## config.mk

```make
export PLATFORM = sky130hd
export DESIGN_NAME = wb4_sync_fifo_width_conv
export DESIGN_NICKNAME = d
export VERILOG_FILES = /design/src/rtl/wb4_sync_fifo_width_conv.sv
export SDC_FILE = /design/constraint.sdc
export NUM_CORES = 1
export LEC_CHECK = 0
export BUFFER_PORTS_ARGS = -buffer_cell sky130_fd_sc_hd__buf_2
export CAP_MARGIN = 20
export CELL_PAD_IN_SITES_DETAIL_PLACEMENT = 1
export CELL_PAD_IN_SITES_GLOBAL_PLACEMENT = 1
export CORE_UTILIZATION = 40
export CTS_CLUSTER_SIZE = 24
export DETAILED_ROUTE_END_ITERATION = 10
export GPL_ROUTABILITY_DRIVEN = 0
export PLACE_DENSITY = 0.71
export SLEW_MARGIN = 30
export SYNTH_ARGS = -nofsm -noshare
export SYNTH_HDL_FRONTEND = slang
export SYNTH_SLANG_ARGS = --single-unit
```

## constraint.sdc

```tcl
create_clock -name i_clk -period 3.2 [get_ports i_clk]
set_clock_uncertainty 0.05 [all_clocks]
set_input_delay 0.32 -clock i_clk [delete_from_list [all_inputs] [get_ports i_clk]]
set_output_delay 0.32 -clock i_clk [all_outputs]
set_load 0.02 [all_outputs]
```

## src/rtl/wb4_sync_fifo_width_conv.sv

```systemverilog
// wb4_sync_fifo_width_conv
// Single-clock Wishbone B4 pipelined FIFO with width conversion.
// Narrow input beats are packed LSB-lane first into wide entries, or wide
// entries are unpacked LSB-lane first into narrow output beats; equal widths
// give a plain 1:1 FIFO. Full/empty come from wrap-bit pointers.
// Optional feature: define WB4_FIFO_LEVEL_EN to add the o_level output,
// a registered count of stored wide entries.
module wb4_sync_fifo_width_conv #(
   parameter int P_DATA_I_MSB = 7,
   parameter int P_DATA_O_MSB = 31,
   parameter int P_DEPTH      = 4
) (
   input  logic                    i_clk,
   input  logic                    i_rst,
   input  logic                    i_wb4_in_scyc,
   input  logic                    i_wb4_in_sstb,
   input  logic [P_DATA_I_MSB:0]   i_wb4_in_sdata,
   output logic                    o_wb4_in_sack,
   output logic                    o_wb4_in_sstall,
   output logic                    o_wb4_in_stgd,
   input  logic                    i_wb4_out_scyc,
   input  logic                    i_wb4_out_sstb,
   output logic                    o_wb4_out_sack,
   output logic [P_DATA_O_MSB:0]   o_wb4_out_sdata,
   output logic                    o_wb4_out_stgd,
`ifdef WB4_FIFO_LEVEL_EN
   output logic [$clog2(P_DEPTH):0] o_level,
`endif
   output logic                    o_wb4_out_sstall
);

   localparam int W_IN   = P_DATA_I_MSB + 1;
   localparam int W_OUT  = P_DATA_O_MSB + 1;
   localparam int W_MAX  = (W_IN > W_OUT) ? W_IN : W_OUT;
   localparam int W_MIN  = (W_IN > W_OUT) ? W_OUT : W_IN;
   localparam int R      = W_MAX / W_MIN;
   localparam int ADDR   = $clog2(P_DEPTH);
   localparam bit PACK   = (W_IN < W_OUT);
   localparam bit UNPACK = (W_OUT < W_IN);

   logic [ADDR:0]      r_wrPtr;
   logic [ADDR:0]      r_rdPtr;
   logic [W_MAX-1:0]   r_mem [P_DEPTH];
   logic               r_inAck;
   logic               r_outAck;
   logic [W_OUT-1:0]   r_outData;

   logic               w_empty;
   logic               w_full;
   logic               w_wrAccept;
   logic               w_rdAccept;
   logic               w_push;
   logic               w_pop;
   logic [W_MAX-1:0]   w_pushWord;
   logic [W_MAX-1:0]   w_headWord;
   logic [W_OUT-1:0]   w_rdData;

   assign w_empty = (r_wrPtr == r_rdPtr);
   assign w_full  = (r_wrPtr[ADDR-1:0] == r_rdPtr[ADDR-1:0]) &&
                    (r_wrPtr[ADDR] != r_rdPtr[ADDR]);

   assign w_wrAccept = i_wb4_in_scyc & i_wb4_in_sstb & ~o_wb4_in_sstall;
   assign w_rdAccept = i_wb4_out_scyc & i_wb4_out_sstb & ~w_empty;

   assign w_headWord = r_mem[r_rdPtr[ADDR-1:0]];

   assign o_wb4_in_stgd    = w_empty;
   assign o_wb4_out_stgd   = w_full;
   assign o_wb4_out_sstall = w_empty;
   assign o_wb4_in_sack    = r_inAck;
   assign o_wb4_out_sack   = r_outAck;
   assign o_wb4_out_sdata  = r_outData;

   generate
      if (PACK) begin : g_pack
         localparam int LANE_W = $clog2(R);
         localparam logic [LANE_W-1:0] LAST_LANE = LANE_W'(R - 1);

         logic [LANE_W-1:0] r_wrLane;
         logic [W_MAX-1:0]  r_packBuf;
         logic [W_MAX-1:0]  w_packWord;
         logic              w_lastLane;

         assign w_lastLane = (r_wrLane == LAST_LANE);

         // Lanes already collected may still be written while full; only the
         // beat that would complete a word has to wait for a free entry.
         assign o_wb4_in_sstall = w_full & w_lastLane;
         assign w_push          = w_wrAccept & w_lastLane;
         assign w_pushWord      = w_packWord;

         // Merge the incoming beat into its lane of the partially built word.
         always_comb begin
            w_packWord = r_packBuf;
            w_packWord[int'(r_wrLane) * W_IN +: W_IN] = i_wb4_in_sdata;
         end

         // Write lane tracking; dropping the cycle abandons the partial word.
         always_ff @(posedge i_clk) begin
            if (i_rst) begin
               r_wrLane  <= '0;
               r_packBuf <= '0;
            end else if (!i_wb4_in_scyc) begin
               r_wrLane  <= '0;
            end else if (w_wrAccept) begin
               r_packBuf <= w_packWord;
               r_wrLane  <= w_lastLane ? '0 : r_wrLane + LANE_W'(1);
            end
         end
      end else begin : g_wrDirect
         assign o_wb4_in_sstall = w_full;
         assign w_push          = w_wrAccept;
         assign w_pushWord      = i_wb4_in_sdata;
      end

      if (UNPACK) begin : g_unpack
         localparam int LANE_W = $clog2(R);
         localparam logic [LANE_W-1:0] LAST_LANE = LANE_W'(R - 1);

         logic [LANE_W-1:0] r_rdLane;
         logic              w_lastLane;

         assign w_lastLane = (r_rdLane == LAST_LANE);
         assign w_rdData   = w_headWord[int'(r_rdLane) * W_OUT +: W_OUT];
         assign w_pop      = w_rdAccept & w_lastLane;

         // Read lane tracking; dropping the cycle restarts the head entry.
         always_ff @(posedge i_clk) begin
            if (i_rst) begin
               r_rdLane <= '0;
            end else if (!i_wb4_out_scyc) begin
               r_rdLane <= '0;
            end else if (w_rdAccept) begin
               r_rdLane <= w_lastLane ? '0 : r_rdLane + LANE_W'(1);
            end
         end
      end else begin : g_rdDirect
         assign w_rdData = w_headWord;
         assign w_pop    = w_rdAccept;
      end
   endgenerate

   // Storage array: completed wide words are written at the write address.
   always_ff @(posedge i_clk) begin
      if (w_push) begin
         r_mem[r_wrPtr[ADDR-1:0]] <= w_pushWord;
      end
   end

   // Wrap-bit pointers advance on each completed push and pop.
   always_ff @(posedge i_clk) begin
      if (i_rst) begin
         r_wrPtr <= '0;
         r_rdPtr <= '0;
      end else begin
         if (w_push) begin
            r_wrPtr <= r_wrPtr + (ADDR+1)'(1);
         end
         if (w_pop) begin
            r_rdPtr <= r_rdPtr + (ADDR+1)'(1);
         end
      end
   end

   // Registered acks one cycle after acceptance; read data held between reads.
   always_ff @(posedge i_clk) begin
      if (i_rst) begin
         r_inAck   <= 1'b0;
         r_outAck  <= 1'b0;
         r_outData <= '0;
      end else begin
         r_inAck  <= w_wrAccept;
         r_outAck <= w_rdAccept;
         if (w_rdAccept) begin
            r_outData <= w_rdData;
         end
      end
   end

`ifdef WB4_FIFO_LEVEL_EN
   logic [ADDR:0] r_count;

   // Occupancy in wide entries, tracking pushes and pops of whole words.
   always_ff @(posedge i_clk) begin
      if (i_rst) begin
         r_count <= '0;
      end else begin
         case ({w_push, w_pop})
            2'b10:   r_count <= r_count + (ADDR+1)'(1);
            2'b01:   r_count <= r_count - (ADDR+1)'(1);
            default: r_count <= r_count;
         endcase
      end
   end

   assign o_level = r_count;
`endif

endmodule

```

==> qor.txt, run 1 <==
Status = finished, final reports clean
Initial core utilization = 0.407
Via count = 4572
Mapped Cells = 564
Hold-fix buffers, CTS = 1
Ys async rst share = 0
Die Y = 146 um
Syn_nets = 589
Reg-to-reg startpoint = g_pack.r_wrLane[0]
Setup violators final = 0
Worst hold slack = 0.0952 ns
Critical path fanouts, max = 32
Die area = 21200 um^2
Drt wl/cell = 18.6 um
HPWL after DPL = 10.5 mm
Largest net degree at the start of global routing = 44
Post-route antenna net violation count = 0
Hold_sp = i_wb4_out_sstb
Area Growth Syn to Fin = 16.0%
GRT Total Usage = 0.165
Die X = 146 um
Crit path time final = 2.40 ns
Cell Area, Synth = 8240 um^2
GRT Residual Overflow = 0
P_leak = 3.45 nW
Core area = 20200 um^2
Top achievable clock speed = 0.417 GHz
DRC = 0
EDFF count, synth = 128
Nets = 644
Max-slew violation count = 0
Main flop type after synthesis = edfxtp_1
Worst EP required = 3.28 ns
Most common cell in the netlist = edfxtp_1
Power Density = 599 nW/um^2
Total design power = 5.73 mW
Initial antenna violation count = 0
Vias per std cell = 5.05
CP delay by family, top = flip-flops
Setup_tns = 0 ns
TritonCTS Buffers = 22
Post-CTS resize count = 0
H-tree depth = 1
Post-synth top cells = edfxtp_1 (128), dfxtp_1 (74), inv_1 (69)
Maxcap violations = 0
WP buf/inv = 1
Pre-CTS setup slack = 0.803 ns
Clk slew on worst S/H paths = 0.06 ns
Relative slew slack = 0.537
Sequential share of the synthesized area = 0.646
Slew @ Worst Pin = 0.695 ns
Fin util = 0.472
Iter 0 DRT Violations = 129
Top post-synthesis cells by area = edfxtp_1 (47%), dfxtp_1 (18%), mux4_2 (8.7%)
Row Count = 52
RSZ-0062 raised after global routing = false
Worst min path class = in -> reg
Synth Warn # = 0
Final period utilization = 0.749
Setup WS post-layout = 0.803 ns
Max Buffers Root-to-Sink = 3
Share of cells above drive strength 1 = 0.263
Vias in the first global route = 4999
Kind of critical path = reg -> reg
Pre-antenna DRT Iters = 4
I/O pin cnt = 52
Slowest CP cell = dfxtp_1
Yosys top cell area share = 0.467
Avg Cell Area, Syn = 14.6 um^2
Diode count = 0
Max stage delay on crit path = 0.52 ns
CTS tree = done
Worst Setup Start Kind = register
Worst VDD drop = 0.334 mV
Critical Path End Type = register
Synthesis-stage register bit count = 202
Final Hold Violating Endpoints = 0
Worst-Skew Late Latency = 0.49 ns
Port Buffers = 51
Synth area leader = edfxtp_1
CTS root buffer = clkbuf_16
Crit path cell chain = ha_1, nand3_1, a31oi_2, and2_1, buf_4
Sink Count = 202
First-pass GRT wire length = 27.3 mm
Routed WL = 16.8 mm
Setup repair bufs after CTS = 0
Yosys cell types = 34
R2R setup slack = 0.80 ns
CP startpoint = g_pack.r_wrLane[0]
Critical Path AT = 2.47 ns
## report_power, final
group / switching, mW / total (mW) / internal [mW]
Clock: 0.977 / 2.69 / 1.71
Sequential: 0.0159 / 2.82 / 2.80
Combinational: 0.148 / 0.225 / 0.0773
Total: 1.14 / 5.73 / 4.59
## layout by cell type (no fill, tap or decap), types with 12 or more instances in the layout
master / instances
mux2i_1: 35
buf_4: 13
buf_2: 51
nor2_1: 68
clkbuf_16: 23
nand2_1: 12
edfxtp_1: 128
dfxtp_1: 73
a2bb2oi_1: 24
inv_1: 69
mux4_2: 32
a211oi_2: 29
## cells by family (layout without fill, tap and decap cells)
group	count (synthesis)	after routing	synth area share
mux	67	67	0.130
buf+inv	104	175	0.0562
xor+xnor	6	6	0.00820
compound gates	73	73	0.0888
fa+ha+maj	11	11	0.0167
simple gates	101	101	0.0538
flops	202	202	0.646
## routing by layer
metal  GRT usage  routed length [um]
met4      0.0537                 371
met5           0                   0
met2       0.280                8270
met1       0.213                7510
met3      0.0304                 673
## worst reg2reg max path, stage by stage (launching register included)
cell and delay (ns):
dfxtp_1 0.52, ha_1 0.33, nand3_1 0.11, a31oi_2 0.36, and2_1 0.20, buf_4 0.45
## layout make-up
cell class / count / area (um^2)
Clock buffer: 27 / 591
Multi-Input combinational cell: 258 / 2480
Tap cell: 270 / 338
Clock inverter: 13 / 186
Sequential cell: 202 / 5330
Inverter: 69 / 259
Timing Repair Buffer: 66 / 383
Fill cell: 2000 / 10700
## state kept, by name, summed over array words and instances, names as in the netlist
signal            flops
g_pack.r_packBuf     32
g_pack.r_wrLane       2
o_wb4_in_sack         1
o_wb4_out_sack        1
o_wb4_out_sdata      32
r_mem               128
r_rdPtr               3
r_wrPtr               3
## worst paths after layout
| kind | endpoint | depth (start not counted) |
|---|---|---|
| hold reg to reg | o_wb4_out_sdata[0] | 2 |
| hold / removal | o_wb4_out_sack | 3 |
| setup / recovery | r_mem[2][0] | 5 |
| setup reg to reg | r_mem[2][0] | 5 |
## per-stage QoR
step | std cells | area (um^2)
3_3_place_gp | 864 | 8770
5_1_grt | 905 | 9560
2_1_floorplan | 564 | 8240
4_1_cts | 905 | 9560
3_5_place_dp | 864 | 8770
6_report | 905 | 9560
(Power assumes the default switching activity.)
==> inputs of run 2 (changes only) <==
Settings changed: PLACE_DENSITY 0.71 to 0.73.
Clock period 3.2 ns to 2.09 ns, I/O delays scaled along.
==> run 2 against run 1 <==
  * Sequential share of layout area down 1.7 points
  * Flip-flop and latch count stayed put
  * First-iteration DRC count rose by 30%
  * Combinational power is 65% higher
  * Sequential power grew 53%
==> qor.txt, run 2 (synthesis results as in run 1) <==
Status = finished, final reports clean
Top achievable clock speed = 0.492 GHz
Max Buffers Root-to-Sink = 3
GRT Residual Overflow = 0
Routed WL = 17.8 mm
Worst min path class = in -> reg
Switch share = 0.208
Die area = 21200 um^2
Most common cell after layout, fill and taps aside = edfxtp_1
Nets = 665
Final std cells w/o fill = 926
Worst hold slack = 0.0956 ns
Initial core utilization = 0.407
Port Buffers = 51
Sequential Power Share = 0.524
Clk slew on worst S/H paths = 0.06 ns
Worst-Skew Late Latency = 0.49 ns
Final Hold Violating Endpoints = 0
Setup violators final = 0
Critical Path End Type = register
Power Density = 835 nW/um^2
I/O pin cnt = 52
Critical Path AT = 2.20 ns
DRC = 0
Sink Count = 202
GRT Total Usage = 0.171
Initial antenna violation count = 0
Setup WS post-layout = 0.0578 ns
Slew @ Worst Pin = 0.441 ns
P_sw = 1.71 mW
Vias per std cell = 5.00
Clk network pwr share = 0.431
HPWL after DPL = 11.0 mm
P_leak = 3.54 nW
Cell internal pwr = 6.52 mW
CTS tree = done
CTS root buffer = clkbuf_16
Kind of critical path = reg -> reg
Max-slew violation count = 0
Vias in the first global route = 5174
Total design power = 8.23 mW
H-tree depth = 1
Share of cells above drive strength 1 = 0.297
Commonest cells after routing, fill and taps aside = edfxtp_1 (128), dfxtp_1 (71), inv_1 (69)
Core area = 20200 um^2
Row Count = 52
Crit path time final = 2.03 ns
Largest net degree at the start of global routing = 39
Worst Setup Start Kind = register
Post-Place Cells = 873
TritonCTS Buffers = 22
Via count = 4634
Pre-antenna DRT Iters = 4
Worst EP required = 2.26 ns
Slowest CP cell = ha_1
Fin util = 0.487
Drt wl/cell = 19.2 um
Crit path cell chain = inv_1, ha_1, nor2b_1, and3_1, a2bb2oi_1, inv_1
Area Growth Syn to Fin = 19.7%
Critical Path Most Common Cell = inv_1
Max FFs per register = 128
RSZ-0062 raised after global routing = true
Combinational group share of total power = 0.045
Diode count = 0
Iter 0 DRT Violations = 168
Max stage delay on crit path = 0.38 ns
Post-route antenna net violation count = 0
Critical path fanouts, max = 8
Final period utilization = 0.972
First-pass GRT wire length = 28.2 mm
Maxcap violations = 0
Worst VDD drop = 0.446 mV
Pre-CTS setup slack = 0.0818 ns
Die Y = 146 um
Relative slew slack = 0.706
Die X = 146 um
[run 2: final cells by class]
cell class	count	area, um^2
clock buffers	35	641
clock inverters	5	25.0
fillers	1984	10400
inverters	69	259
multi-input cells	258	2570
flip-flops and latches	202	5330
well taps	270	338
repair buffers	87	698
[run 2: critical path: cells and delay by family (launching register included)]
kind / cells / cell delay (ns)
adders and majority gates: 1 / 0.38
DFF: 1 / 0.35
and+or+nand+nor: 2 / 0.46
AOI/OAI and AO/OA: 1 / 0.30
buffers and inverters: 2 / 0.22
[run 2: metrics by stage]
stage	setup TNS, ns	cell area [um^2]
after floorplan	0	8240
after global placement	0	8950
after detailed placement	0	8950
after global routing	-1.76	9860
final	0	9860
after CTS	0	9670
[run 2: power groups by stage]
stage | Sequential [mW] | Combinational [mW] | Clock (mW)
floorplan | 4.39 | 0.244 | 0
global placement | 4.39 | 0.332 | 0
detailed placement | 4.40 | 0.357 | 0
CTS | 4.31 | 0.365 | 3.63
global route | 4.32 | 0.409 | 3.79
finish | 4.31 | 0.372 | 3.54
[run 2: worst paths after layout]
check / startpoint / end / slack [ns] / depth (start not counted)
worst max-delay path: g_pack.r_wrLane[0] / r_mem[1][15] / 0.06 / 6
worst min-delay path: i_wb4_in_scyc / g_pack.r_wrLane[1] / 0.1 / 3
worst max register to register: g_pack.r_wrLane[0] / r_mem[1][15] / 0.06 / 6
worst min register to register: o_wb4_out_sdata[9] / o_wb4_out_sdata[9] / 0.43 / 2
[run 2: layer usage]
layer | vias to the layer above | global-route usage | wire length (um)
met4 | 0 | 0.0495 | 375
met1 | 2355 | 0.212 | 7470
met5 | - | 0 | 0
li1 | 2174 | - | -
met2 | 80 | 0.307 | 9340
met3 | 25 | 0.0276 | 625
[run 2: repair_timing]
action / 4_1_cts / 5_1_grt
hold buffers: 3 / 0
gates resized for setup: 4 / 12
endpoints found under the hold margin: 2 / 0
gates cloned: 0 / 3
setup endpoints to repair: 1 / 178
setup buffers: 0 / 7
pin swaps: 0 / 3
==> inputs of run 3 (changes only) <==
--- a/constraint.sdc
+++ b/constraint.sdc
@@ -4,2 +4,2 @@
 set_output_delay 0.209 -clock i_clk [all_outputs]
-set_load 0.02 [all_outputs]
+set_load 0.01 [all_outputs]
==> run 3 against run 2 <==
  * Die area unchanged
  * Core utilization decreased by 0.19 points
  * Critical path depth unchanged
  * Combinational power about the same
  * Sequential share of layout area increased by 0.21 points
  * Hold slack improved by 0.0028 ns
  * Flip-flop and latch count unchanged
  * Via count about the same
  * First-iteration DRC count increased by 1.2%
  * Maximum frequency about the same
  * Wire length increased by 0.33%
  * Critical path type unchanged
  * Largest power group unchanged
  * Highest routed layer unchanged
==> qor.txt, run 3 (synthesis results as in run 1) <==
Status = finished, final reports clean
Sink Count = 202
Critical path fanouts, max = 16
Final period utilization = 0.973
Share of cells above drive strength 1 = 0.292
# fillers = 1988
Kind of critical path = reg -> reg
Relative slew slack = 0.700
Routed WL = 17.9 mm
Area Growth Syn to Fin = 19.2%
HPWL after DPL = 11.0 mm
Clk slew on worst S/H paths = 0.06 ns
Design Area, Final = 9820 um^2
Via count = 4638
Final Hold Violating Endpoints = 0
Wire length on met2 = 9.30 mm
Crit path time final = 2.03 ns
TritonCTS Buffers = 22
Power Density = 838 nW/um^2
P_leak = 3.52 nW
Top achievable clock speed = 0.492 GHz
DRC = 0
CTS tree = done
Post-route antenna net violation count = 0
Maxcap violations = 0
Worst Setup Start Kind = register
Pre-antenna DRT Iters = 4
Vias in the first global route = 5173
Slew @ Worst Pin = 0.450 ns
Met1 wire length = 7.52 mm
Die Y = 146 um
Max FFs per register = 128
H-tree depth = 1
Port Buffers = 51
Commonest cells after routing, fill and taps aside = edfxtp_1 (128), dfxtp_1 (71), inv_1 (69)
Max Buffers Root-to-Sink = 3
Critical Path AT = 2.18 ns
GRT Residual Overflow = 0
Worst-Skew Late Latency = 0.49 ns
Worst EP required = 2.23 ns
Most common cell after layout, fill and taps aside = edfxtp_1
CTS root buffer = clkbuf_16
First-pass GRT wire length = 28.2 mm
Iter 0 DRT Violations = 170
Row Count = 52
Met3 wire len = 606 um
Die X = 146 um
Core area = 20200 um^2
I/O pin cnt = 52
Diode count = 0
Max-slew violation count = 0
Setup WS post-layout = 0.0564 ns
Drt wl/cell = 19.4 um
Critical Path End Type = register
Pre-CTS setup slack = 0.0818 ns
Largest net degree at the start of global routing = 39
RSZ-0062 raised after global routing = true
Vias per std cell = 5.04
Sequential cell area = 5330 um^2
Area taken by multi-input logic gates = 2570 um^2
Initial core utilization = 0.407
GRT Total Usage = 0.171
Die area = 21200 um^2
Initial antenna violation count = 0
Worst VDD drop = 0.446 mV
Max layer used = met4
Nets = 660
Placed Instance Area = 8950 um^2
Setup violators final = 0
Worst min path class = in -> reg
## run 3: changes by cell type in the layout (fill, tap and decap cells not counted), sizes merged
| cell | delta |
|---|---|
| buf | -5 |
## run 3: area by class of cell
class,count,area share
sequential,202,0.543
multi-input combinational,258,0.262
timing repair buffer,82,0.0673
clock buffer,35,0.0652
tap,270,0.0344
inverter,69,0.0264
clock inverter,5,0.00255
## run 3: worst max-delay path: stages (launching register included)
cell,delay [ns]
dfxtp_1,0.35
buf_4,0.19
ha_2,0.25
nand3_1,0.16
a31oi_4,0.24
and2_2,0.25
clkbuf_16,0.22
## run 3: final timing paths
kind         slack (ns)                 end               start  depth (start not counted)
min reg2reg        0.43  o_wb4_out_sdata[9]  o_wb4_out_sdata[9]                          2
max reg2reg        0.06        r_mem[3][25]  g_pack.r_wrLane[0]                          6
min                 0.1  g_pack.r_wrLane[1]       i_wb4_in_scyc                          3
max                0.06        r_mem[3][25]  g_pack.r_wrLane[0]                          6
## run 3: timing repair
item,CTS,global route
hold buffers,3,0
endpoints found under the hold margin,2,0
gates cloned,0,3
pin swaps,0,2
setup endpoints to repair,1,178
setup buffers,0,2
resized for setup,3,13
## run 3: per-layer routing
metal | GRT usage | vias up
met5 | 0 | -
met4 | 0.0495 | 0
met3 | 0.0276 | 27
met2 | 0.307 | 87
met1 | 0.211 | 2355
li1 | - | 2169
## run 3: per-stage QoR
stage / hold slack [ns] / total power [mW] / cells / setup TNS (ns) / utilization
after global routing: 0.0990 / 8.52 / 921 / -2.29 / 0.485
final: 0.0984 / 8.23 / 921 / 0 / 0.485
after global placement: 0.418 / 4.73 / 873 / 0 / 0.442
after CTS: 0.0831 / 8.31 / 916 / 0 / 0.478
after detailed placement: 0.427 / 4.75 / 873 / 0 / 0.442
after floorplan: 0.266 / 4.64 / 564 / 0 / -
## run 3: power by group
part           internal, mW  total, mW  switching, mW
Combinational         0.135      0.372          0.237
Sequential             4.29       4.31         0.0233
Clock                  2.09       3.54           1.45
Total                  6.52       8.23           1.71
